===== config.mk =====
export PLATFORM = sky130hd
export DESIGN_NAME = sound_synth_flat
export DESIGN_NICKNAME = d
export VERILOG_FILES = /design/src/rtl/sound_synth_if.sv /design/src/rtl/sound_synth.sv /design/src/flat_wrapper.sv
export SDC_FILE = /design/constraint.sdc
export NUM_CORES = 1
export LEC_CHECK = 0
export CAP_MARGIN = 20
export CORE_MARGIN = 1.5
export CORE_UTILIZATION = 50
export CTS_BUF_LIST = sky130_fd_sc_hd__clkbuf_2 sky130_fd_sc_hd__clkbuf_4 sky130_fd_sc_hd__clkbuf_8
export DETAILED_ROUTE_END_ITERATION = 8
export DONT_BUFFER_PORTS = 1
export PLACE_DENSITY_LB_ADDON = 0.15
export SLEW_MARGIN = 5
export SYNTH_ARGS = -nofsm -noshare
export SYNTH_HDL_FRONTEND = slang
export SYNTH_SLANG_ARGS = --single-unit

===== constraint.sdc =====
create_clock -name clk -period 5.3 [get_ports clk]
set_input_delay 1.06 -clock clk [delete_from_list [all_inputs] [get_ports clk]]
set_output_delay 1.06 -clock clk [all_outputs]
set_load 0.02 [all_outputs]

===== src/rtl/sound_synth_if.sv =====
// rtl/sound_synth_if.sv - trigger/parameter bus and mixed DAC output of the tone synthesiser
interface sound_synth_if #(
  parameter int N     = 7,
  parameter int CH    = 2,
  parameter int DIV_W = 12,
  parameter int DUR_W = 16
);
  logic [CH-1:0]       trig_i;
  logic [CH*DIV_W-1:0] period_i;
  logic [CH*DUR_W-1:0] dur_i;
  logic [CH-1:0]       mode_i;
  logic [CH-1:0]       busy_o;
  logic [N-1:0]        dacCount;

  // event logic side: issues triggers, observes busy and the DAC count
  modport master (
    output trig_i, period_i, dur_i, mode_i,
    input  busy_o, dacCount
  );

  // synthesiser side
  modport slave (
    input  trig_i, period_i, dur_i, mode_i,
    output busy_o, dacCount
  );
endinterface


===== src/rtl/sound_synth.sv =====
// rtl/sound_synth.sv - CH-channel square/sawtooth tone synthesiser mixed onto one N-bit DAC count (SOUND_SAW_EN enables sawtooth)
module sound_synth #(
  parameter int N     = 7,
  parameter int CH    = 2,
  parameter int DIV_W = 12,
  parameter int DUR_W = 16
) (
  input logic         clk,
  input logic         rst,
  sound_synth_if.slave bus
);
  localparam int L = $clog2(CH);

  localparam logic [0:0] S_IDLE = 1'b0;
  localparam logic [0:0] S_PLAY = 1'b1;

  logic [N-1:0]   w_sample [CH];
  logic           w_busy   [CH];
  logic [N+L-1:0] w_sum;
  logic [N-1:0]   r_dac;

  for (genvar c = 0; c < CH; c++) begin : g_ch
    logic [0:0]       r_state;
    logic [DIV_W-1:0] r_phase;
    logic [DIV_W-1:0] r_per;
    logic [DUR_W-1:0] r_dur;
    logic             r_level;
    logic [DIV_W-1:0] w_period;
    logic [DUR_W-1:0] w_dur;
    logic             w_wrap;

    assign w_period = bus.period_i[c*DIV_W +: DIV_W];
    assign w_dur    = bus.dur_i[c*DUR_W +: DUR_W];
    // r_per is never 0 while playing, so per-1 cannot underflow
    assign w_wrap   = (r_phase == r_per - 1'b1);

    // play FSM: a trigger always wins over the natural countdown and expiry
    always_ff @(posedge clk) begin
      if (rst) begin
        r_state <= S_IDLE;
        r_phase <= '0;
        r_per   <= '0;
        r_dur   <= '0;
        r_level <= 1'b0;
      end else if (bus.trig_i[c]) begin
        if (w_dur != '0) begin
          r_state <= S_PLAY;
          r_phase <= '0;
          r_per   <= (w_period == '0) ? DIV_W'(1) : w_period;
          r_dur   <= w_dur;
          r_level <= 1'b1;
        end else begin
          r_state <= S_IDLE;
          r_level <= 1'b0;
        end
      end else if (r_state == S_PLAY) begin
        r_phase <= w_wrap ? '0 : r_phase + 1'b1;
        if (w_wrap) r_level <= ~r_level;
        r_dur <= r_dur - 1'b1;
        if (r_dur == DUR_W'(1)) r_state <= S_IDLE;
      end
    end

`ifdef SOUND_SAW_EN
    logic         r_mode;
    logic [N-1:0] r_saw;

    // sawtooth step counter and latched waveform mode
    always_ff @(posedge clk) begin
      if (rst) begin
        r_mode <= 1'b0;
        r_saw  <= '0;
      end else if (bus.trig_i[c]) begin
        if (w_dur != '0) r_mode <= bus.mode_i[c];
        r_saw <= '0;
      end else if (r_state == S_PLAY && w_wrap) begin
        r_saw <= r_saw + 1'b1;
      end
    end

    assign w_sample[c] = (r_state == S_IDLE) ? '0 :
                         r_mode ? r_saw : {N{r_level}};
`else
    assign w_sample[c] = (r_state == S_IDLE) ? '0 : {N{r_level}};
`endif

    assign w_busy[c] = (r_state == S_PLAY);
  end

  // zero-extended sum of all channel samples; N+L bits holds CH full-scale samples
  always_comb begin
    w_sum = '0;
    for (int c = 0; c < CH; c++) begin
      w_sum = w_sum + (N+L)'(w_sample[c]);
    end
  end

  // pack per-channel busy flags onto the bus
  always_comb begin
    bus.busy_o = '0;
    for (int c = 0; c < CH; c++) begin
      bus.busy_o[c] = w_busy[c];
    end
  end

  // scale the mix back to N bits and register it for the DAC
  always_ff @(posedge clk) begin
    if (rst) r_dac <= '0;
    else     r_dac <= w_sum[N+L-1:L];
  end

  assign bus.dacCount = r_dac;
endmodule


===== src/flat_wrapper.sv =====
// flat-port wrapper written by rule: the top's interface ports become plain ports
module sound_synth_flat 
#(
  parameter int N     = 7,
  parameter int CH    = 2,
  parameter int DIV_W = 12,
  parameter int DUR_W = 16
)
  (clk, rst, bus_trig_i, bus_period_i, bus_dur_i, bus_mode_i, bus_busy_o, bus_dacCount);
  sound_synth_if #(.N(N), .CH(CH), .DIV_W(DIV_W), .DUR_W(DUR_W)) bus_i ();
  input logic clk;
  input logic rst;
  input wire logic [$bits(bus_i.trig_i)-1:0] bus_trig_i;
  input wire logic [$bits(bus_i.period_i)-1:0] bus_period_i;
  input wire logic [$bits(bus_i.dur_i)-1:0] bus_dur_i;
  input wire logic [$bits(bus_i.mode_i)-1:0] bus_mode_i;
  output wire logic [$bits(bus_i.busy_o)-1:0] bus_busy_o;
  output wire logic [$bits(bus_i.dacCount)-1:0] bus_dacCount;
  assign bus_i.trig_i = bus_trig_i;
  assign bus_i.period_i = bus_period_i;
  assign bus_i.dur_i = bus_dur_i;
  assign bus_i.mode_i = bus_mode_i;
  assign bus_busy_o = bus_i.busy_o;
  assign bus_dacCount = bus_i.dacCount;
  sound_synth #(.N(N), .CH(CH), .DIV_W(DIV_W), .DUR_W(DUR_W)) u_core (.clk(clk), .rst(rst), .bus(bus_i));
endmodule

; Yosys cells after proc, flatten, opt, wreduce, memory -nomap -nowiden
; Index checks and enable logic that the tools add are counted.
[word_totals]
out_inout_bits = 9
word_cells = 72
inputBits = 62
reg_bits = 91
[op_classes]
reduce_logical = 14
eq_ne = 6
n_addsub = 7
bitwise = 2
muxes = 32
[op_table]
columns = op, count
row1 = 2-to-1 mux 12 bit, 10
row2 = 2-to-1 mux 16 bit, 6
row3 = equality test 16 x 1 -> 1 bit (second input constant), 2
row4 = nonzero test 16 bit, 2
row5 = subtractor 16 x 1 -> 16 bit (second input constant), 2
row6 = adder 12 x 1 -> 12 bit (second input constant), 2
row7 = equality test 12 bit, 2
row8 = logical NOT 12 bit, 2
row9 = subtractor 12 x 1 -> 12 bit (second input constant), 2
row10 = 2-to-1 mux 1 bit, 14
row11 = 2-to-1 mux 7 bit, 2
row12 = AND reduction 2 bit, 6
row13 = adder 7 x 7 -> 8 bit, 1
row14 = nonzero test 2 bit, 4
row15 = inequality test 2 x 1 -> 1 bit (second input constant), 2
row16 = NOT 1 bit, 2

; Depth between registers and ports, before layout
; Gate-level depths: netlist (run 1).
[logic_depth]
depth_word = 5
depth_mapped = 9
depth_no_buf = 9

; Least setup slack after synthesis (run 1)
; Ideal clock, no wire load.
[synth_timing]
path_type = input-to-reg
from = input port bus_trig_i[1]
to = register u_core.g_ch[1].r_per[11]
cell_stages = 7
setup_ns = 0.128
n_path_buf = 3
setup_slack_ns = 2.488
required_ns = 5.172
arrival_time_ns = 2.685
cell_sequence = clkbuf_1 > inv_1 > a41oi_1 > clkbuf_1 > buf_1 > mux2i_1 > nor2_1
[synth_via]
elab_chain_len = 1
[synth_lines]
columns = element, line_no
row1 = start: declaration, flat_wrapper.sv:13  ; input wire logic [$bits(bus_i.trig_i)-1:0] bus_trig_i;
row2 = AND reduction 2 bit (no source line), n/a
row3 = end signal: assignment, sound_synth.sv:49  ; r_per <= (w_period == '0) ? DIV_W'(1) : w_period;
row4 = end: declaration, sound_synth.sv:25  ; logic [DIV_W-1:0] r_per;
; Every way passes these cells.
; A chain may end at the register's enable or synchronous reset.

; Worst setup path in the final report (run 1)
[layout_timing]
from = input port bus_dur_i[27]
to = register u_core.g_ch[1].r_phase[3]
[layout_via]
elab_chain_len = 3
[layout_lines]
columns = element, line_no
row1 = start: declaration, flat_wrapper.sv:15  ; input wire logic [$bits(bus_i.dur_i)-1:0] bus_dur_i;
row2 = nonzero test 16 bit, sound_synth.sv:46  ; if (w_dur != '0) begin
row3 = inequality test 2 x 1 -> 1 bit (no source line), n/a
row4 = AND reduction 2 bit (no source line), n/a
row5 = end signal: assignment, sound_synth.sv:57  ; r_phase <= w_wrap ? '0 : r_phase + 1'b1;
row6 = end: declaration, sound_synth.sv:24  ; logic [DIV_W-1:0] r_phase;
; Every way passes these cells.

==> results.txt, run 1 <==
* Run status: completed
* Fraction of layout instances using a drive strength above 1: 4.23%
* Leading cell types in the layout, fill and taps excluded: sky130_fd_sc_hd__nor2_1 (109), sky130_fd_sc_hd__dfxtp_1 (86), sky130_fd_sc_hd__nand2_1 (72), sky130_fd_sc_hd__a21oi_1 (50), sky130_fd_sc_hd__nor3_1 (34)
* Maximum number of pins on one net before global-route repair: a little under 80
- Among all flip-flop cells after synthesis, the most frequent one is sky130_fd_sc_hd__dfxtp_1.
- Measured along the x axis, the die boundary spans 105 um.
- Synthesized area per cell: 7.50 um^2
- At the end of routability-driven placement, the weighted congestion stood at between 0.8 and 0.9.
- The biggest area contributor in the post-synthesis netlist is sky130_fd_sc_hd__dfxtp_1.
- During synthesis, Yosys emitted a total of 0 warnings.
* Class of the most critical hold timing path: reg -> reg
- Library cell contributing the largest single delay on the critical path: sky130_fd_sc_hd__nor2_1
* Most common cell after layout, fill and taps aside: sky130_fd_sc_hd__nor2_1
- Post-CTS Repair Setup Buffers: 0
* Critical path peak fanout: 15
- Across the routed clock network, the largest skew measured is 0.00973 ns.
- The first global-routing pass estimated 21000 um of wire.
- After synthesis, the share of flip-flops with an asynchronous set or reset is 0%.
- Number of top-level pins: 71
- Max Transition Viols Final: 0
- Total congestion overflow after global routing: 0
- The die is ~100 um tall.
- At the end of the flow the core is filled with cells to 53.9%.
* Post-synthesis net count: 759
- Ranked by total cell area, the synthesized netlist is headed by sky130_fd_sc_hd__dfxtp_1 (33%), sky130_fd_sc_hd__nor2_1 (7.9%), sky130_fd_sc_hd__nand2_1 (5.2%).
- Setup repair after global routing left no endpoint under its margin.
- Clock-pin slew of the registers on the worst-case setup and hold paths: 0.09 ns
* Worst IR drop on VDD: 241 uV
- The tree is rooted in a sky130_fd_sc_hd__clkbuf_8.
* Register bit count reported by yosys: 86
* Pin slew with the least headroom to its limit: 1.12 ns
- Once the clock tree was built, the resizer swapped 0 gates to a different size.
- The synthesized netlist occupies a cell area of between 5000 and 6000 um^2.
* ANT nets after route: 0
- The critical path contains buffers and inverters numbering 0 combined.
- For this design the ratio of total power to cell area is 269 nW/um^2.
* Startpoint of the lowest-slack register-to-register path: u_core.g_ch[0].r_per[0]
- Total wire length: 12300 um
* Gate family responsible for the most delay along the worst path: simple AND/OR/NAND/NOR gates
- Worst Path Required: 5.58 ns
- The number of global-route vias before repair was 4620.
- Hold timing on the final database bottoms out at a slack of approximately 0.48 ns.
- Average wire length per cell after detail routing: between 15 and 20 um
- Hold violation total from the final report: 0
- Ant. Diodes: 0
- H-tree levels: 3
- Count of placed standard cells in the final layout, fillers left out: 795
- The number of antenna violations at the first check in global routing was 0.
- On the worst path, the slowest cell contributes a delay of 0.94 ns.
- Floorplan row count: 36
- The clock passes through at most 2 buffers.
- Category of the critical setup timing path: in -> reg
- Input and output buffers added on the ports amount to 0.
- Crit-path cells: nor4_1 > a41oi_2 > nor2_1 > nor4_1 > a211o_1
- The share of synthesized area in the top cell type comes to roughly a third.
* Cell mode on critical path: sky130_fd_sc_hd__nor4_1
- Post-route minimum period: between 3 and 4 ns
- The die covers 11000 um^2.
- Critical Path Start: bus_dur_i[27]
* Cell count after synthesis: 689
- Using the TritonRoute via totals, the vias-per-cell ratio works out to a little under 6.
- Number of nets at the end of the flow: 727
* First drt pass iteration count: 4
- Setup total negative slack on the finished layout was measured at 0 ns.
* Gr usage total: 23.3%
* Worst relative slew slack: between 20 and 30%
* Type of destination of the critical path: register
- Max-cap check violation count: 0
* Max Clk Rate: 0.324 GHz
- Effective utilization at floorplan: 52.1%
* Clock latency on the worst-skew pair: 0.38 ns
* Post-synth EDFFs: 0
- The detailed router finished its first iteration with 286 violations.
- After synthesis, the netlist uses 68 different library cells.
- The core region is 9910 um^2.
- Sinks on Clock Net: 86
- Compared with the post-synthesis result, the final layout area differs by 3.37%.
- Final Cell Area: 5340 um^2
* Arrival time reported for the critical path endpoint: 3.37 ns
- Cell count after placement: 779
- Summing all placed instances gives a cell area of between 5000 and 6000 um^2.
* Clock buffer count from CTS: 9
- Leakage power of the design: 1.94 nW
- The worst setup path is launched from a primary input.
- DRC violations left: 0
- Fill cells in the final layout number 966.
- Detailed placement ended at an HPWL of 8670 um.
* Total number of vias: 4719
- The startpoint identified for the worst hold timing path is u_core.g_ch[1].r_dur[14].
- Number of buffers inserted by hold repair at cts: 0
- Sequential elements use 33.3% of the synthesized area.
* Number of setup violations in the final report: 0
* Share of the clock period used by the worst path: 58.3%
- TritonCTS built the clock tree.
## cells by family after synthesis
family	share of synthesized area [%]
muxes	2.13
adders and majority gates	1.94
AOI/OAI and AO/OA	19.2
DFF	33.3
and+or+nand+nor	30.4
buffers and inverters	5.71
xor gates and xnor gates	7.29
## cells in the mapped netlist (all sizes together), types with 3 or more instances
library cell,number
a21oi,50
ha,8
nor3,34
dfxtp,86
nand2b,5
or4,7
nand4,10
a211oi,7
xnor2,24
xor2,19
a31oi,15
and2,5
nor4,26
a21o,3
nor2,109
buf,15
a221oi,4
nand3,18
inv,25
mux2i,11
a22o,3
nor3b,3
nor2b,10
a22oi,7
clkbuf,29
o41ai,3
nand3b,4
a311oi,3
or3,7
o31ai,4
a211o,3
o21ai,27
nand2,72
## per-layer routing
layer	vias up	part of all wire [%]	global-route usage [%]
li1	2395	-	-
met1	2168	45	28.9
met2	138	47	38.7
met3	18	6.1	5.36
met4	0	1.7	10.1
met5	-	0	0
## sequential cells by signal, indices dropped and copies added, names as in the netlist
| register | cells |
|---|---|
| u_core.g_ch.r_level | 2 |
| u_core.bus.dacCount | 2 |
| u_core.g_ch.r_phase | 24 |
| u_core.g_ch.r_dur | 32 |
| u_core.g_ch.r_state | 2 |
| u_core.g_ch.r_per | 24 |
## metrics by stage
step / worst slack, ns / total power, mW
2_1_floorplan: 2.49 / 0.963
3_3_place_gp: 1.80 / 0.990
3_5_place_dp: 1.83 / 0.998
4_1_cts: 2.25 / 1.45
5_1_grt: 1.98 / 1.51
6_report: 2.21 / 1.44
## cell type report
type / count / area (um^2) / area share (%)
Clock inverter: 5 / 42.5 / 0.796
Inverter: 25 / 93.8 / 1.76
Multi-Input combinational cell: 534 / 3160 / 59.1
Timing Repair Buffer: 1 / 7.51 / 0.141
Clock buffer: 11 / 151 / 2.83
Sequential cell: 86 / 1720 / 32.2
Tap cell: 133 / 166 / 3.12
## where the power goes
group	switching [mW]	total, mW	leakage [nW]	internal (mW)
clock network	0.251	0.451	0.0961	0.200
logic	0.149	0.257	1.13	0.108
registers	0.0485	0.730	0.706	0.681
## final timing paths
| kind | to | slack (ns) | depth (start not counted) |
|---|---|---|---|
| setup / recovery | u_core.g_ch[1].r_phase[3] | 2.21 | 5 |
| hold / removal | u_core.g_ch[1].r_dur[14] | 0.48 | 2 |
| setup reg to reg | u_core.g_ch[0].r_phase[5] | 2.42 | 9 |
| hold reg to reg | u_core.g_ch[1].r_dur[14] | 0.48 | 2 |
## worst register-to-register path: stages, from the launching register on
cell	delay (ns)
sky130_fd_sc_hd__dfxtp_1	0.38
sky130_fd_sc_hd__inv_1	0.10
sky130_fd_sc_hd__ha_1	0.29
sky130_fd_sc_hd__or3b_2	0.50
sky130_fd_sc_hd__o41a_1	0.34
sky130_fd_sc_hd__a2111oi_2	0.29
sky130_fd_sc_hd__and4_1	0.27
sky130_fd_sc_hd__a31oi_2	0.24
sky130_fd_sc_hd__o21bai_4	0.28
sky130_fd_sc_hd__nor3b_1	0.09
No activity file was read; power rests on OpenSTA's default activity.
==> run 2: changes to the inputs <==
- clock period: 5.3 -> 2.9 ns (I/O delays scaled with it)
==> run 2 against run 1 <==
  * Clock skew up 0.00066 ns
  * Worst setup slack got worse by 2.0 ns
  * Utilization grew 1.6 points
  * Critical endpoint is now u_core.g_ch[0].r_phase[5]
  * Cell count rose by 1.6%
==> results.txt, run 2 (synthesis gave the netlist of run 1 again) <==
- Run status: completed
- In this run the most used layer during global routing was met2.
- Combinational cell fraction of total power: 17.5%
- Arrival time reported for the critical path endpoint: 2.99 ns
* Type of destination of the critical path: register
- Critical hold path startpoint: rst
* Vias in the first global route: 4439
- Switching Power: 0.814 mW
- Max Transition Viols Final: 0
* Clock Root Buffer: sky130_fd_sc_hd__clkbuf_8
- In this run, post-CTS hold repair placed 0 buffers.
- The congestion estimate from routability-driven global placement came to 0.830.
- Initial antenna violation count: 0
- Switching share of power: approximately 28%
* Startpoint of the lowest-slack register-to-register path: u_core.g_ch[0].r_per[0]
- The final layout contains routed wiring with a total length of 12300 um.
- Leaving out fill and tap cells, the most frequent cell in the layout is sky130_fd_sc_hd__nor2_1.
- Counting cells, the worst reg-to-reg path comes to 7.
- In this run the post-CTS setup repair buffer count came out at 0.
- The routed layout has 4790 vias.
- Clock skew after layout: 0.0104 ns
* Destination of the worst register-to-register timing path: u_core.g_ch[0].r_phase[5]
- Hold timing on the final database bottoms out at a slack of around 0.26 ns.
- The worst setup path is launched from a register.
- The first TritonRoute pass finished after 5 iterations.
- Clock buffer count from CTS: 9
- Number of nets at the end of the flow: 740
- For the finished layout, the period the worst path requires is around 2.7 ns.
- Cell depth of the worst min-delay path: 1
- Number of top-level pins: 71
- Leakage power of the design: 2.03 nW
- The initial utilization of the core area, before any placement, comes to 52.1%.
- In this run the power density over the cells is 521 nW/um^2.
- The final critical path takes up around 94% of the cycle.
- The floorplan step defined a die boundary enclosing approximately 11000 um^2.
- The share of total power dissipated in the clock network is 36.4%.
- Max-cap check violation count: 0
- The die is 105 um tall.
* First-iteration detailed-routing DRC count: 263
* Maximum number of pins on one net before global-route repair: 79
* Hold Path End: u_core.g_ch[1].r_per[2]
- DRC violations left: 0
- Register containing the most flip-flops in the final layout: u_core.g_ch.r_dur
- Vias per cell: 5.93
- The internal portion of the total power is 2.05 mW.
- Global routing used 23.2% of the available tracks across all layers.
- Leading cell types in the layout, fill and taps excluded: sky130_fd_sc_hd__nor2_1 (109), sky130_fd_sc_hd__dfxtp_1 (86), sky130_fd_sc_hd__nand2_1 (72), sky130_fd_sc_hd__a21oi_1 (50), sky130_fd_sc_hd__nor3_1 (34)
* Clock latency on the worst-skew pair: about 0.37 ns
* ANT nets after route: 0
- Total congestion overflow after global routing: 0
* Worst relative slew slack: 58.9%
- Clock-pin slew of the registers on the worst-case setup and hold paths: 0.09 ns
* Critical path peak fanout: 9
- Ant. Diodes: 0
- After legalization and detailed placement, the total HPWL measured 8750 um.
- The die is 105 um wide.
* Wire length of the first global-routing pass: 21000 um
* GR Util met3: 5.99%
- Global routing used 38.0% of the available met2 tracks.
* H-tree levels: 3
- GR Layer Usage met1: 30.4%
- Class of the most critical hold timing path: in -> reg
- VDD sags by at most 304 uV.
* Buffers from clock root to sink, at most: 2
- The setup path with the least slack is of type reg -> reg.
* Flip-flop count of the largest register after layout: 32
* Relative contribution of sequential cells to total power: 46.1%
* Flop2flop setup slack: 0.17 ns
- Core Area: 9910 um^2
- Relative to the synthesized area, the layout overhead comes to 6.44%.
- Setup violations remaining at the end of the flow were counted as 0.
- Setup repair after global routing missed its margin: false
- The clock drives 86 sinks.
- The total count of hold-check failures in the final report came to 0.
* Leading registers by flop count: u_core.g_ch.r_dur (32), u_core.g_ch.r_per (24), u_core.g_ch.r_phase (24)
* Worst Path Required: about 3.2 ns
- Pin slew with the least headroom to its limit: 0.615 ns
* Total negative setup slack: 0 ns
- TritonCTS built the clock tree.
- Derived from the worst setup path, the maximum achievable clock frequency is 0.366 GHz.
- Average wire length per cell after detail routing: 15.2 um
* Floorplan row count: 36
- The number of gates resized after CTS was 0.
- In the final layout, the share of cells above drive strength 1 is 6.07%.
- I/O Buffers: 0
## run 2: changes by cell type in the layout (fill, tap and decap cells not counted)
cell	delta
sky130_fd_sc_hd__a31oi_2	-1
sky130_fd_sc_hd__bufinv_16	+3
sky130_fd_sc_hd__a31oi_4	+1
sky130_fd_sc_hd__inv_6	-1
sky130_fd_sc_hd__clkbuf_8	-1
sky130_fd_sc_hd__buf_4	+13
sky130_fd_sc_hd__clkinv_2	+2
sky130_fd_sc_hd__clkinvlp_4	-1
sky130_fd_sc_hd__clkinv_4	-2
## run 2: how the worst max path moves through the flow
stage,from,end,slack (ns),cells past startpoint
floorplan,u_core.g_ch[0].r_per[0],u_core.g_ch[0].r_phase[5],0.41,9
detailed placement,u_core.g_ch[0].r_per[0],u_core.g_ch[0].r_phase[5],0.17,7
global placement,u_core.g_ch[0].r_per[0],u_core.g_ch[0].r_phase[5],0.22,7
finish,u_core.g_ch[0].r_per[0],u_core.g_ch[0].r_phase[5],0.17,7
CTS,u_core.g_ch[0].r_per[0],u_core.g_ch[0].r_phase[5],0.14,7
global route,u_core.g_ch[1].r_per[3],u_core.g_ch[1].r_phase[11],0.02,7
## run 2: critical path, cell delays in order, from the launching register on
cell	delay [ns]
sky130_fd_sc_hd__dfxtp_1	0.38
sky130_fd_sc_hd__or4_4	0.59
sky130_fd_sc_hd__or3_1	0.38
sky130_fd_sc_hd__a2111oi_2	0.44
sky130_fd_sc_hd__and4_1	0.30
sky130_fd_sc_hd__a31oi_4	0.17
sky130_fd_sc_hd__o21bai_4	0.26
sky130_fd_sc_hd__nor3b_1	0.08
## run 2: area by class of cell
| cell class | instances | area, um^2 |
|---|---|---|
| inverters | 25 | 93.8 |
| repair buffers | 14 | 105 |
| fillers | 988 | 4410 |
| flip-flops and latches | 86 | 1720 |
| well taps | 133 | 166 |
| clock inverters | 6 | 109 |
| multi-input cells | 534 | 3170 |
| clock buffers | 10 | 138 |
## run 2: stage by stage
step           utilization, %  power, mW  area, um^2  setup slack [ns]  instances
6_report                 55.5       2.87        5500             0.169        808
4_1_cts                  55.4       2.89        5490             0.142        808
5_1_grt                  55.5       3.02        5500            0.0195        808
3_3_place_gp             52.9       1.83        5250             0.223        792
2_1_floorplan               -       1.76        5170             0.410        689
3_5_place_dp             52.9       1.84        5250             0.170        792
## run 2: metal layers
metal  vias to the layer above  part of all wire, %  routed length [um]
met4                         0                  1.2                 150
met3                        17                  6.2                 758
met1                      2207                   46                5620
li1                       2419                    -                   -
met2                       147                   47                5780
met5                         -                    0                   0
## run 2: power groups by stage
stage	clock [mW]	sequential, mW	combinational [mW]
2_1_floorplan	0	1.32	0.435
3_3_place_gp	0	1.34	0.485
3_5_place_dp	0	1.35	0.495
4_1_cts	1.07	1.32	0.497
5_1_grt	1.12	1.33	0.569
6_report	1.04	1.32	0.501
